File: config.mk
export PLATFORM = sky130hd
export DESIGN_NAME = pipelined_adder
export DESIGN_NICKNAME = d
export VERILOG_FILES = /design/src/rtl/pipelined_adder.sv
export SDC_FILE = /design/constraint.sdc
export NUM_CORES = 1
export LEC_CHECK = 0
export CAP_MARGIN = 20
export CORE_MARGIN = 4
export CORE_UTILIZATION = 59
export CTS_BUF_LIST = sky130_fd_sc_hd__clkbuf_4
export CTS_CLUSTER_DIAMETER = 60
export DETAILED_ROUTE_END_ITERATION = 6
export PLACE_DENSITY = 0.84
export SLEW_MARGIN = 20
export SYNTH_ARGS = -nofsm -noshare
export SYNTH_HDL_FRONTEND = slang
export SYNTH_SLANG_ARGS = --single-unit
File: constraint.sdc
create_clock -name clk -period 6.25 [get_ports clk]
set_clock_uncertainty 0.2 [all_clocks]
set_input_delay 1.25 -clock clk [delete_from_list [all_inputs] [get_ports clk]]
set_output_delay 1.25 -clock clk [all_outputs]
set_load 0.03 [all_outputs]
File: src/rtl/pipelined_adder.sv
// Pipelined add/subtract: one SW-bit slice per stage, carry registered between stages.
// Latency: STAGES cycles from input transfer to output transfer; 1 op/cycle throughput.
// Backpressure: combinational ready chain; a stage loads when empty or when the next stage loads.
module pipelined_adder #(
  parameter int WIDTH  = 32,
  parameter int STAGES = 4
) (
  input  logic             clk,
  input  logic             rst_n,
  input  logic             in_valid,
  output logic             in_ready,
  input  logic [WIDTH-1:0] a,
  input  logic [WIDTH-1:0] b,
  input  logic             cin,
  input  logic             sub,
  output logic             out_valid,
  input  logic             out_ready,
  output logic [WIDTH-1:0] sum,
  output logic             cout,
  output logic             ovf
);

  localparam int SW = WIDTH / STAGES;
  localparam int L  = STAGES - 1;

  // Stage registers: valid, partial result, operands (b pre-inverted), slice carry-out.
  logic [STAGES-1:0] vld;
  logic [WIDTH-1:0]  r_sum [STAGES];
  logic [WIDTH-1:0]  r_a   [STAGES];
  logic [WIDTH-1:0]  r_b   [STAGES];
  logic              r_c   [STAGES];
  logic              msb_c;

  // Next-state values and per-stage load enables.
  logic [STAGES-1:0] ld;
  logic [STAGES-1:0] n_v;
  logic [WIDTH-1:0]  n_sum [STAGES];
  logic [WIDTH-1:0]  n_a   [STAGES];
  logic [WIDTH-1:0]  n_b   [STAGES];
  logic              n_c   [STAGES];
  logic              n_msb;

  logic [WIDTH-1:0]  src_a;
  logic [WIDTH-1:0]  src_b;
  logic [WIDTH-1:0]  src_s;
  logic              src_c;
  logic [SW:0]       tmp;
  int                p;

  // Slice arithmetic for every stage plus the backward ready chain.
  always_comb begin
    n_v   = '0;
    n_msb = 1'b0;
    ld    = '0;
    src_a = '0;
    src_b = '0;
    src_s = '0;
    src_c = 1'b0;
    tmp   = '0;
    p     = 0;
    for (int k = 0; k < STAGES; k++) begin
      n_sum[k] = '0;
      n_a[k]   = '0;
      n_b[k]   = '0;
      n_c[k]   = 1'b0;
    end

    for (int k = 0; k < STAGES; k++) begin
      p = (k > 0) ? k - 1 : 0;
      if (k == 0) begin
        src_a  = a;
        src_b  = sub ? ~b : b;
        src_s  = '0;
        src_c  = sub ? 1'b1 : cin;
        n_v[k] = in_valid;
      end else begin
        src_a  = r_a[p];
        src_b  = r_b[p];
        src_s  = r_sum[p];
        src_c  = r_c[p];
        n_v[k] = vld[p];
      end
      tmp = {1'b0, src_a[k*SW +: SW]} + {1'b0, src_b[k*SW +: SW]} + {{SW{1'b0}}, src_c};
      n_sum[k]            = src_s;
      n_sum[k][k*SW +: SW] = tmp[SW-1:0];
      n_a[k]              = src_a;
      n_b[k]              = src_b;
      n_c[k]              = tmp[SW];
      // Carry into the MSB recovered from the MSB sum bit and its operand bits.
      if (k == L) n_msb = tmp[SW-1] ^ src_a[WIDTH-1] ^ src_b[WIDTH-1];
    end

    ld[L] = !vld[L] || out_ready;
    for (int k = L - 1; k >= 0; k--) begin
      ld[k] = !vld[k] || ld[k+1];
    end
  end

  // Advance each stage when it may load; data only captured for valid ops so outputs hold when idle.
  always_ff @(posedge clk or negedge rst_n) begin
    if (!rst_n) begin
      vld   <= '0;
      msb_c <= 1'b0;
      for (int k = 0; k < STAGES; k++) begin
        r_sum[k] <= '0;
        r_a[k]   <= '0;
        r_b[k]   <= '0;
        r_c[k]   <= 1'b0;
      end
    end else begin
      for (int k = 0; k < STAGES; k++) begin
        if (ld[k]) begin
          vld[k] <= n_v[k];
          if (n_v[k]) begin
            r_sum[k] <= n_sum[k];
            r_a[k]   <= n_a[k];
            r_b[k]   <= n_b[k];
            r_c[k]   <= n_c[k];
          end
        end
      end
      if (ld[L] && n_v[L]) msb_c <= n_msb;
    end
  end

  assign in_ready  = ld[0];
  assign out_valid = vld[L];
  assign sum       = r_sum[L];
  assign cout      = r_c[L];
  assign ovf       = msb_c ^ r_c[L];

endmodule

==> run summary <==
Outcome -> finished, final reports clean
Vias -> 5,164
Detailed Place HPWL -> 10.97 mm
Final #Nets -> 861
Sequential element share of the synthesized area -> 0.5536
Worst skew pair latency -> 0.57 ns
Input/output buffers -> 105
Core Region -> 0.01388 sq mm
Total setup buffers inserted after CTS -> 0
Syn Nets -> 760
H-tree levels -> 4
CTS Root Buffer Type -> clkbuf_4
Pre-antenna DRT Iters -> 5
Maximum fanout along the worst path -> 4
Chip height -> 127.1 um
Initial antenna violation count -> 1
Filler instances -> 967
Post-route minimum period -> 4.473 ns
Num CTS Buffers -> 17
Gpl congestion -> 0.8461
Final-report hold violation count -> 0
Detailed router's first-iteration violation count -> 335
Ports -> 106
Switching share of power -> 0.3567
Final Setup Violations -> 0
Cell leakage power -> 4.282 nW
Crit path kind -> input pin to primary output
HP Class -> flop to flop
Worst Path Required -> 4.80 ns
Sequential fraction of design power -> 0.451
CP endpoint kind -> primary output
Comb pwr share -> 0.406
FMAX -> 223.6 MHz
P_sw -> 1.469 mW
Worst VDD drop -> 201.9 uV
Most common cell in the netlist -> dfrtp_1
Number of antenna diodes -> 0
Netlist Area Pre-Place -> 0.008363 sq mm
Routed Antenna Nets -> 0
RSZ-0062 raised after global routing -> no
Global-route wire length before repair -> 25.73 mm
Number of synthesized flops with an enable pin -> 0
Actual transition at the worst max-transition pin -> 1.016 ns
Dominant synthesized flop cell -> dfrtp_1
CTS tree -> done
Avg Cell Area, Syn -> 12.79 sq um
Via density per instance -> 5.447
Share of cells above drive strength 1 -> 0.2266
Fin crit share -> 0.7157
Vias in the first global route -> 5,449
Netlist cell types -> 45
Max_cap viols -> 0
WL final -> 15.23 mm
Warnings from Yosys -> 0
Post-route DRC -> 0
CTS Hold Bufs -> 0
Crit start category -> input pin
Clock buffer depth -> 2
Int Pwr -> 2.650 mW
Die ar. -> 0.01614 sq mm
Pwr/cell area -> 420.3 mW/mm^2
Post-Syn Instances -> 654
Synth area leaders -> dfrtp_1 (55%), mux2_2 (17%), ha_1 (4.2%), o21ai_0 (3.4%), xnor2_1 (3.1%)
Post-CTS sizing -> 0
Worst-path clk slew -> 0.13 ns
Post-synth top cells -> dfrtp_1 (185), mux2_2 (126), nand2_1 (61)
Max-slew violations -> 0
Grt total ovfl -> 0
Avg WL per Cell -> 16.07 um
Clock share of power -> 0.142
GRT Resource Usage Total -> 0.2017
Final Power -> 4.119 mW
Slew headroom -> 0.3202
FF+latch count, synth -> 185
Post-route core utilization -> 0.7061
Critical path data arrival time -> 3.02 ns
Leading area contributor after synthesis -> dfrtp_1
Layout area overhead -> 17.19%
CTS sink cnt -> 185
Initial Util -> 0.6025
Setup TNS -> 0 ns
Share of the synthesized area in the top cell type -> 0.5536
Asr flop ratio synth -> 1.000
Die X -> 127.1 um
Site Rows -> 43
Maximum number of pins on one net before global-route repair -> 124
path summary, 6_finish.rpt:
| kind | startpoint | end | slack [ns] | cells past startpoint |
|---|---|---|---|---|
| setup / recovery | out_ready | in_ready | 1.78 | 4 |
| hold / removal | n_sum[46] | n_sum[46] | 0.29 | 2 |
| setup reg to reg | r_c[2] | src_c | 3.52 | 7 |
| hold reg to reg | n_sum[46] | n_sum[46] | 0.29 | 2 |
| max in group asynchronous | rst_n | n_a[58] | 3.90 | 2 |
| min in group asynchronous | rst_n | src_s[0] | 0.58 | 1 |
cell type report:
| class | instances | area (sq um) | area share |
|---|---|---|---|
| clock inverter | 13 | 106.4 | 0.01085 |
| inverter | 17 | 63.81 | 0.006511 |
| clock buffer | 19 | 142.6 | 0.01455 |
| tap | 180 | 225.2 | 0.02298 |
| timing repair buffer | 111 | 1095 | 0.1117 |
| sequential | 185 | 4629 | 0.4724 |
| multi-input combinational | 423 | 3538 | 0.3610 |
flip-flops by register name, summed over array words and instances (netlist names):
| register | cells |
|---|---|
| cout | 1 |
| sum | 32 |
| src_a | 8 |
| n_a | 40 |
| src_b | 8 |
| src_s | 24 |
| src_c | 1 |
| r_c | 2 |
| n_b | 40 |
| msb_c | 1 |
| n_sum | 24 |
| vld | 4 |
power by group through the flow:
stage | Clock, mW | Combinational [mW] | Sequential [mW]
global placement | 0 | 1.61 | 1.86
CTS | 0.611 | 1.69 | 1.87
floorplan | 0 | 0.984 | 2.02
finish | 0.587 | 1.67 | 1.86
global route | 0.657 | 1.83 | 1.92
detailed placement | 0 | 1.68 | 1.89
cell families after synthesis:
logic type               after synthesis  share of synthesized area
flip-flops                           185                     0.5536
multiplexers                         126                     0.1697
AO/OA/AOI/OAI                        115                    0.08363
AND/OR/NAND/NOR                       92                    0.05042
XOR/XNOR                              54                    0.05655
buffers and inverters                 46                    0.02513
adder cells (fa/ha/maj)               36                    0.06104
placed cells by master, fill, tap and decap left out, types with 3 or more instances in the layout:
cell	n
o21a_1	5
nand2_2	3
clkinv_2	4
ha_1	28
buf_4	6
xor2_1	24
a21o_1	5
clkbuf_4	19
or2_2	4
clkinvlp_4	3
nor2_1	6
clkinv_4	3
o31ai_1	6
clkdlybuf4s50_1	103
dfrtp_1	185
inv_1	17
o211ai_1	3
a21oi_1	15
o31a_1	3
nand2b_1	8
fa_1	8
o21ai_0	56
mux2_2	126
xnor2_1	30
a211oi_1	5
nand2_1	58
o21bai_1	3
layer usage:
metal | global-route usage | vias up | share of wire
met4 | 0.07256 | 2 | 0.013
met3 | 0.05309 | 23 | 0.044
li1 | - | 2483 | -
met1 | 0.2510 | 2548 | 0.42
met2 | 0.3425 | 108 | 0.52
met5 | 0 | - | 0.00053
per-stage QoR:
| step | instance area, sq um | instances | setup slack [ns] | hold WS (ns) |
|---|---|---|---|---|
| floorplan | 8363 | 654 | 2.332 | 0.2446 |
| global placement | 9552 | 916 | 1.818 | 0.2568 |
| detailed placement | 9552 | 916 | 1.802 | 0.2664 |
| CTS | 9801 | 948 | 1.796 | 0.2976 |
| global route | 9801 | 948 | 1.718 | 0.3128 |
| finish | 9801 | 948 | 1.777 | 0.2906 |
worst max-delay path: stages:
cell             delay (ns)
clkdlybuf4s50_1        0.42
nand4b_1               0.35
or2_2                  0.40
clkdlybuf4s50_1        0.60
(Power assumes the default switching activity.)
